`src/rtl/edge_evt_pkg.sv`:
```
// edge_evt_pkg: shared edge-mode and arbiter-state types for the edge event arbiter
package edge_evt_pkg;
  typedef enum logic [1:0] {
    EDGE_OFF  = 2'b00,
    EDGE_RISE = 2'b01,
    EDGE_FALL = 2'b10,
    EDGE_BOTH = 2'b11
  } edge_mode_t;
  typedef enum logic {
    IDLE  = 1'b0,
    OFFER = 1'b1
  } arb_state_t;
endpackage

```
`src/rtl/edge_chan_detect.sv`:
```
// edge_chan_detect: per-channel mode-qualified rise/fall pulse generator with post-reset arming
module edge_chan_detect
  import edge_evt_pkg::*;
(
  input  logic       clk,
  input  logic       rst,
  input  logic       sig,
  input  logic [1:0] mode,
  output logic       rise,
  output logic       fall
);
  edge_mode_t m;
  logic prev, armed;
  assign m = edge_mode_t'(mode);
  // armed stays low for one cycle after reset so prev can capture the live level first
  always_ff @(posedge clk) begin
    if (rst) begin
      prev  <= 1'b0;
      armed <= 1'b0;
    end else begin
      prev  <= sig;
      armed <= 1'b1;
    end
  end
  assign rise = armed & ~prev & sig & (m == EDGE_RISE || m == EDGE_BOTH);
  assign fall = armed & prev & ~sig & (m == EDGE_FALL || m == EDGE_BOTH);
endmodule

```
`src/rtl/edge_event_arbiter.sv`:
```
// edge_event_arbiter: per-channel edge detection, pending/overflow tracking, round-robin event offer
module edge_event_arbiter
  import edge_evt_pkg::*;
#(
  parameter int NCH = 4,
  parameter int IDW = $clog2(NCH)
) (
  input  logic             clk_i,
  input  logic             rst_i,
  input  logic [NCH-1:0]   sig_i,
  input  logic [2*NCH-1:0] mode_i,
  output logic             evt_valid_o,
  input  logic             evt_ready_i,
  output logic [IDW-1:0]   evt_id_o,
  output logic             evt_rise_o,
  output logic [NCH-1:0]   pend_o,
  output logic [NCH-1:0]   ovf_o,
  input  logic             ovf_clr_i
);
  logic [NCH-1:0] rise, fall, hit, typ, gnt;
  logic [IDW:0]   sel;
  logic [IDW-1:0] ptr;
  arb_state_t     state;

  // returns {found, index}; descending scan makes the smallest offset from ptr win
  function automatic logic [IDW:0] pick(input logic [NCH-1:0] p, input logic [IDW-1:0] from);
    pick = '0;
    for (int i = NCH; i >= 1; i--) begin
      int j;
      j = (int'(from) + i) % NCH;
      if (p[IDW'(j)]) pick = {1'b1, IDW'(j)};
    end
  endfunction

  for (genvar g = 0; g < NCH; g++) begin : g_ch
    edge_chan_detect u_det (
      .clk (clk_i),
      .rst (rst_i),
      .sig (sig_i[g]),
      .mode(mode_i[2*g+:2]),
      .rise(rise[g]),
      .fall(fall[g])
    );
  end

  assign hit = rise | fall;
  assign sel = pick(pend_o, ptr);
  assign gnt = (state == IDLE && sel[IDW]) ? {{(NCH-1){1'b0}}, 1'b1} << sel[IDW-1:0] : '0;

  // a new edge beats a same-cycle grant clear, and a bit cleared by that grant cannot overflow
  always_ff @(posedge clk_i) begin
    if (rst_i) begin
      pend_o <= '0;
      typ    <= '0;
      ovf_o  <= '0;
    end else begin
      pend_o <= (pend_o & ~gnt) | hit;
      typ    <= (typ & ~hit) | rise;
      ovf_o  <= (ovf_o & ~{NCH{ovf_clr_i}}) | (hit & pend_o & ~gnt);
    end
  end

  always_ff @(posedge clk_i) begin
    if (rst_i) begin
      state       <= IDLE;
      evt_valid_o <= 1'b0;
      evt_id_o    <= '0;
      evt_rise_o  <= 1'b0;
      ptr         <= IDW'(NCH - 1);
    end else if (state == IDLE) begin
      if (sel[IDW]) begin
        state       <= OFFER;
        evt_valid_o <= 1'b1;
        evt_id_o    <= sel[IDW-1:0];
        evt_rise_o  <= typ[sel[IDW-1:0]];
        ptr         <= sel[IDW-1:0];
      end
    end else if (evt_ready_i) begin
      state       <= IDLE;
      evt_valid_o <= 1'b0;
    end
  end
endmodule

```
`config.mk`:
```
export PLATFORM = sky130hd
export DESIGN_NAME = edge_event_arbiter
export DESIGN_NICKNAME = d
export VERILOG_FILES = /design/src/rtl/edge_evt_pkg.sv /design/src/rtl/edge_chan_detect.sv /design/src/rtl/edge_event_arbiter.sv
export SDC_FILE = /design/constraint.sdc
export NUM_CORES = 1
export LEC_CHECK = 0
export CAP_MARGIN = 0
export CORE_AREA = 3 3 58 55
export DETAILED_ROUTE_END_ITERATION = 8
export DIE_AREA = 0 0 61 58
export GPL_TIMING_DRIVEN = 0
export PLACE_DENSITY = 0.66
export SKIP_LAST_GASP = 1
export SLEW_MARGIN = 20
export SYNTH_ARGS = -nofsm -noshare
export SYNTH_HDL_FRONTEND = slang
export SYNTH_SLANG_ARGS = --single-unit
```
`constraint.sdc`:
```
create_clock -name clk_i -period 2.3 [get_ports clk_i]
set_clock_uncertainty 0.15 [all_clocks]
set_input_delay 0.46 -clock clk_i [delete_from_list [all_inputs] [get_ports clk_i]]
set_output_delay 0.46 -clock clk_i [all_outputs]
set_load 0.05 [all_outputs]
```
==> flow_summary.yaml, run 1 <==
min_path:
  hold_path_class: "flop to flop"
grt:
  grt_pass1_wl_microns: 4430
  grt_max_degree: 14
  antenna_found_initial: 0
  grt_usage_pct: 16.5
  first_global_vias: 1021
  grt_overflow: 0
layout:
  multiInputGateArea_sq_um: 536
  syn_to_final_growth_pct: 33.1
  drive_above_1_share_pct: 5.63
  seqCellArea_sq_um: 480
  nets: 177
  diodes: 0
  n_fill_cell: 271
  stdcell_count: 190
  finalInstanceArea_sq_um: 1390
outcome:
  status: "completed"
synth:
  synth_nets: 145
  netlist_area_sq_um: 1050
  yosysWarningCount: 0
  synthCells: 129
  yosysTopAreaCellShare_pct: 45.9
  synth_edf_count: 0
  synthTopCellsByArea: "dfxtp_1 (46%), nand2_1 (7.5%), a21oi_1 (6.7%)"
  async_flop_share_pct: 0
  ys_ff_latch: 24
  syn_area_per_cell_sq_um: 8.11
  synth.most_common_cell: "dfxtp_1"
  ys_types: 25
  synth_ff_type: "dfxtp_1"
  synthTopCellsByCount: "dfxtp_1 (24), nand2_1 (21), a21oi_1 (14)"
  seq_area_frac_synth_pct: 45.9
  yosys.area.top_type: "dfxtp_1"
sta:
  max_freq_mhz: 452
  rsz0062_at_grt: "no"
  drv_slew: 0
  worst_slew_pin_slew_ns: 0.533
  slew_headroom_pct: 64.5
  min_period_ns: 2.21
  finalSetupViolCount: 0
  tns_ns: 0
  fin_ws_ns: 0.0887
  hold_viol_final: 0
  period_share_pct: 96.1
setup_path:
  cp-end-kind: "primary output"
  critPathLaunchType: "flop"
  cp.required_ns: 1.69
  crit_chain: "clkdlybuf4s50_1"
  critPathTopFamily: "buffers and inverters"
  cp_max_fo: 6
  crit_arrival_ns: 1.60
  path_class: "flop to primary output"
  critPathBufInv: 1
  worst_path_largest_cell_delay_ns: 0.84
  cp_slowest_cell: "clkdlybuf4s50_1"
routing:
  drc: 0
  avgViaCountPerCell: 5.36
  final_antenna_net_count: 0
  drt_first_pass_iters: 6
  num_vias: 1018
  detail_route.wl_per_cell_microns: 13.5
  drtIter0Drc: 26
  wl_microns: 2560
cts:
  root_buffer: "clkbuf_4"
  clk_pin_slew_ns: 0.13
  cts_htree_levels: 1
  clockBufferDepth: 2
  numCtsBuffers: 3
  clkLatencyLatePin_ns: 0.31
  clock_sinks: 24
  cts_tree: "yes"
  post_cts_buffers: 0
pwr:
  vdd_ir_drop_max_mv: 0.304
  p_leak_uw: 0.000529
  switching_share_pct: 31.2
  p_switching_uw: 294
  powerDensity_nw_per_um2: 676
  clkPwrFrac_pct: 23.3
  power_uw: 941
  p_seq_share_pct: 51.2
  power.internal_uw: 648
  p_comb_share_pct: 25.4
run:
  cap_violations: 0
floorplanning:
  io_pins: 28
  initial_core_util_pct: 39.0
  core_area_sq_um: 2680
  die_h_microns: 58
  row_count: 18
  dieArea_sq_um: 3540
  die_x_microns: 61
place:
  placed_cells: 186
  portBuffers: 27
  dp_hpwl_microns: 1940
  gp_congestion: 0.826
  place_ws_ns: 0.422
  placed_cell_area_sq_um: 1350
## power by group through the flow
stage / sequential (uW) / clock, uW / combinational, uW
2_1_floorplan: 534 / 0 / 107
3_3_place_gp: 488 / 0 / 233
3_5_place_dp: 491 / 0 / 238
4_1_cts: 482 / 224 / 240
5_1_grt: 487 / 241 / 264
6_report: 482 / 219 / 239
## per-stage QoR
stage	hold slack (ns)	util (%)
after global placement	0.295	50.5
after global routing	0.355	52.0
final	0.318	52.0
after CTS	0.325	51.9
after floorplan	0.305	-
after detailed placement	0.307	50.5
## final timing paths
| kind | startpoint | to | slack (ns) | cells after the start |
|---|---|---|---|---|
| max | pend_o[2] | pend_o[2] | 0.09 | 1 |
| max reg2reg | ptr[1] | pend_o[3] | 0.41 | 5 |
| min | evt_id_o[1] | evt_id_o[1] | 0.32 | 2 |
| min reg2reg | evt_id_o[1] | evt_id_o[1] | 0.32 | 2 |
## cell type report
type | instances | share of cell area [%]
tap | 30 | 2.70
multi-input combinational | 97 | 38.5
timing repair buffer | 27 | 19.6
clock buffer | 4 | 2.61
buffer | 3 | 0.809
inverter | 5 | 1.35
sequential | 24 | 34.5
## registers in the layout, indices dropped and copies added, names as in the netlist
signal,count
evt_id_o,2
evt_rise_o,1
evt_valid_o,1
g_ch.u_det.armed,1
g_ch.u_det.prev,4
ovf_o,4
pend_o,4
ptr,2
state,1
typ,4
## routing by layer
layer / vias up / routed length (microns) / GRT usage (%)
met2: 20 / 1260 / 27.6
met4: 0 / 15 / 4.64
met3: 2 / 101 / 2.67
met1: 485 / 1180 / 21.8
met5: - / 0 / 0
li1: 511 / - / -
## repair_timing
action | 4_1_cts | 5_1_grt
endpoints found under the setup margin | 0 | 1
hold buffers | 0 | 0
resized for setup | 0 | 1
## placed cells by master (no fill, tap or decap)
| cell type | synthesis | layout |
|---|---|---|
| or2b_1 | 1 | 1 |
| a2111oi_2 | 1 | 1 |
| a31oi_1 | 3 | 3 |
| nor4_1 | 1 | 1 |
| nand2b_1 | 2 | 2 |
| and3_1 | 1 | 1 |
| dfxtp_1 | 24 | 24 |
| nor2_1 | 11 | 11 |
| clkbuf_1 | 3 | 3 |
| mux2i_1 | 1 | 1 |
| a21o_4 | 1 | 1 |
| clkdlybuf4s50_1 | 0 | 26 |
| a21o_1 | 1 | 1 |
| a211oi_1 | 3 | 3 |
| o21ai_0 | 9 | 9 |
| inv_1 | 5 | 5 |
| clkbuf_4 | 0 | 3 |
| o21ai_1 | 2 | 2 |
| o22ai_2 | 1 | 1 |
| nor2b_1 | 9 | 9 |
| nor3_1 | 2 | 2 |
| or2_2 | 2 | 2 |
| dlymetal6s2s_1 | 0 | 1 |
| clkbuf_8 | 0 | 1 |
| o31ai_1 | 4 | 4 |
| nand2_1 | 21 | 21 |
| a21oi_1 | 14 | 14 |
| nand3_1 | 2 | 2 |
| nand3b_1 | 5 | 5 |
## kinds of logic (layout without fill, tap and decap cells)
group	count (synthesis)	in the layout	share of synthesized area (%)
flip-flops	24	24	45.9
multiplexers	1	1	0.957
AND/OR/NAND/NOR	57	57	26.7
buffers and inverters	8	39	2.87
AO/OA/AOI/OAI	39	39	23.6
No activity file was read; power rests on OpenSTA's default activity.
==> run 2: changes to the inputs <==
--- a/config.mk
+++ b/config.mk
@@ -5,12 +5,14 @@
 export SDC_FILE = /design/constraint.sdc
 export NUM_CORES = 1
 export LEC_CHECK = 0
+export ABC_AREA = 1
 export CAP_MARGIN = 0
-export CORE_AREA = 3 3 58 55
+export CORE_AREA = 2 2 62 58
 export DETAILED_ROUTE_END_ITERATION = 8
-export DIE_AREA = 0 0 61 58
+export DIE_AREA = 0 0 64 60
 export GPL_TIMING_DRIVEN = 0
-export PLACE_DENSITY = 0.66
+export PLACE_DENSITY = 0.64
+export RECOVER_POWER = 25
 export SKIP_LAST_GASP = 1
 export SLEW_MARGIN = 20
 export SYNTH_ARGS = -nofsm -noshare
==> run 2 against run 1 <==
Clock power hardly changed; clock-buffer cell count stayed put; worst hold slack improved by 0.0051 ns; via count increased by 10%; cell count rose by 29%; non-clock buffer count increased by 1; area after synthesis grew 16%; synthesized cell count up 33%; routed wire length is 0.90% lower.
==> flow_summary.yaml, run 2 <==
synth:
  synth_edf_count: 0
  synthCells: 171
  yosysWarningCount: 0
  ys_ff_latch: 24
  synthTopCellsByCount: "nand2_1 (45), dfxtp_1 (24), nor2_1 (18)"
  synth_ff_type: "dfxtp_1"
  yosys.area.top_type: "dfxtp_1"
  syn_area_per_cell_sq_um: 7.09
  yosysTopAreaCellShare_pct: 39.6
  synth.most_common_cell: "nand2_1"
  netlist_area_sq_um: 1210
  synthTopCellsByArea: "dfxtp_1 (40%), nand2_1 (14%), a21oi_1 (7.0%)"
  seq_area_frac_synth_pct: 39.6
  ys_types: 22
  synth_nets: 187
  async_flop_share_pct: 0
routing:
  drtIter0Drc: 41
  num_vias: 1120
  avgViaCountPerCell: 4.55
  final_antenna_net_count: 0
  wl_microns: 2540
  detail_route.wl_per_cell_microns: 10.3
  drc: 0
  drt_first_pass_iters: 4
floorplanning:
  dieArea_sq_um: 3840
  row_count: 20
  core_area_sq_um: 3230
  initial_core_util_pct: 37.6
  die_x_microns: 64
  io_pins: 28
  die_h_microns: 60
setup_path:
  critPathBufInv: 1
  cp_max_fo: 5
  critPathTopFamily: "buffers and inverters"
  startpoint: "pend_o[3]"
  crit_chain: "clkdlybuf4s50_1"
  cp_slowest_cell: "clkdlybuf4s50_1"
  r2r_start: "ptr[0]"
  cp.required_ns: 1.69
  cp-end-kind: "primary output"
  critPathLaunchType: "flop"
  worst_path_largest_cell_delay_ns: 0.84
  crit_arrival_ns: 1.57
  path_class: "flop to primary output"
pwr:
  p_switching_uw: 617
  p_comb_share_pct: 48.5
  power.internal_uw: 815
  vdd_ir_drop_max_mv: 0.372
  powerDensity_nw_per_um2: 914
  p_leak_uw: 0.000644
  p_seq_share_pct: 36.4
  switching_share_pct: 43.1
  clkPwrFrac_pct: 15.1
cts:
  clock_sinks: 24
  clk_pin_slew_ns: 0.13
  cts_tree: "yes"
  clkLatencyLatePin_ns: 0.30
  cts_hold_buf: 0
  cts_htree_levels: 1
  post_cts_resized: 0
  post_cts_buffers: 0
  root_buffer: "clkbuf_4"
  clockBufferDepth: 2
  numCtsBuffers: 3
place:
  gp_congestion: 0.822
  portBuffers: 27
  placed_cell_area_sq_um: 1540
  dp_hpwl_microns: 2080
sta:
  worst_slew_pin_slew_ns: 0.501
  hold_viol_final: 0
  min_period_ns: 2.18
  rsz0062_at_grt: "no"
  tns_ns: 0
  drv_slew: 0
  max_freq_mhz: 458
  period_share_pct: 94.9
  slew_headroom_pct: 66.5
  finalSetupViolCount: 0
outcome:
  status: "completed"
min_path:
  hold_start: "ovf_o[3]"
  hold_path_class: "flop to flop"
layout:
  n_fill_cell: 333
  seqCellArea_sq_um: 480
  syn_to_final_growth_pct: 29.2
  diodes: 0
  final_cell_mix: "nand2_1 (46), clkdlybuf4s50_1 (26), dfxtp_1 (24)"
  final_common_cell: "nand2_1"
  nets: 219
  finalInstanceArea_sq_um: 1570
  multiInputGateArea_sq_um: 623
  drive_above_1_share_pct: 12.9
grt:
  grt_pass1_wl_microns: 4290
  antenna_found_initial: 0
  grt_overflow: 0
  grt_max_degree: 14
  grt_usage_pct: 14.3
  first_global_vias: 983
run:
  cap_violations: 0
run 2: logic make-up after synthesis:
group | count (synthesis) | synth area share [%]
simple gates | 102 | 41.4
flops | 24 | 39.6
buf+inv | 23 | 8.36
compound gates | 22 | 10.6
run 2: path summary, 6_finish.rpt:
path | slack (ns) | cells after the start | to
max | 0.12 | 1 | pend_o[3]
min | 0.32 | 2 | ovf_o[3]
max reg2reg | 0.49 | 11 | ovf_o[0]
min reg2reg | 0.32 | 2 | ovf_o[3]
run 2: power by group through the flow:
stage / clock network [uW] / registers, uW / logic, uW
2_1_floorplan: 0 / 623 / 447
3_3_place_gp: 0 / 529 / 689
3_5_place_dp: 0 / 531 / 710
4_1_cts: 226 / 521 / 711
5_1_grt: 240 / 532 / 767
6_report: 217 / 521 / 694
run 2: per-layer routing:
layer	track usage [%]	routed length (microns)
met1	18.3	1200
met2	25.0	1230
met3	2.07	92
met4	4.66	16
met5	0	0
run 2: per-stage QoR:
stage	std cells	util [%]	power, uW	hold WS [ns]	setup slack, ns
final	246	48.5	1430	0.324	0.116
after global routing	246	48.5	1540	0.360	0.0527
after CTS	246	48.8	1460	0.326	0.0928
after detailed placement	242	47.6	1240	0.306	0.161
after global placement	242	47.6	1220	0.306	0.215
after floorplan	171	-	1070	0.291	0.406
run 2: layout make-up:
cell class | instances | area share [%]
plain buffers | 4 | 1.44
clock buffers | 4 | 2.32
inverters | 19 | 5.03
multi-input cells | 124 | 39.8
flip-flops and latches | 24 | 30.7
well taps | 44 | 3.51
repair buffers | 27 | 17.3
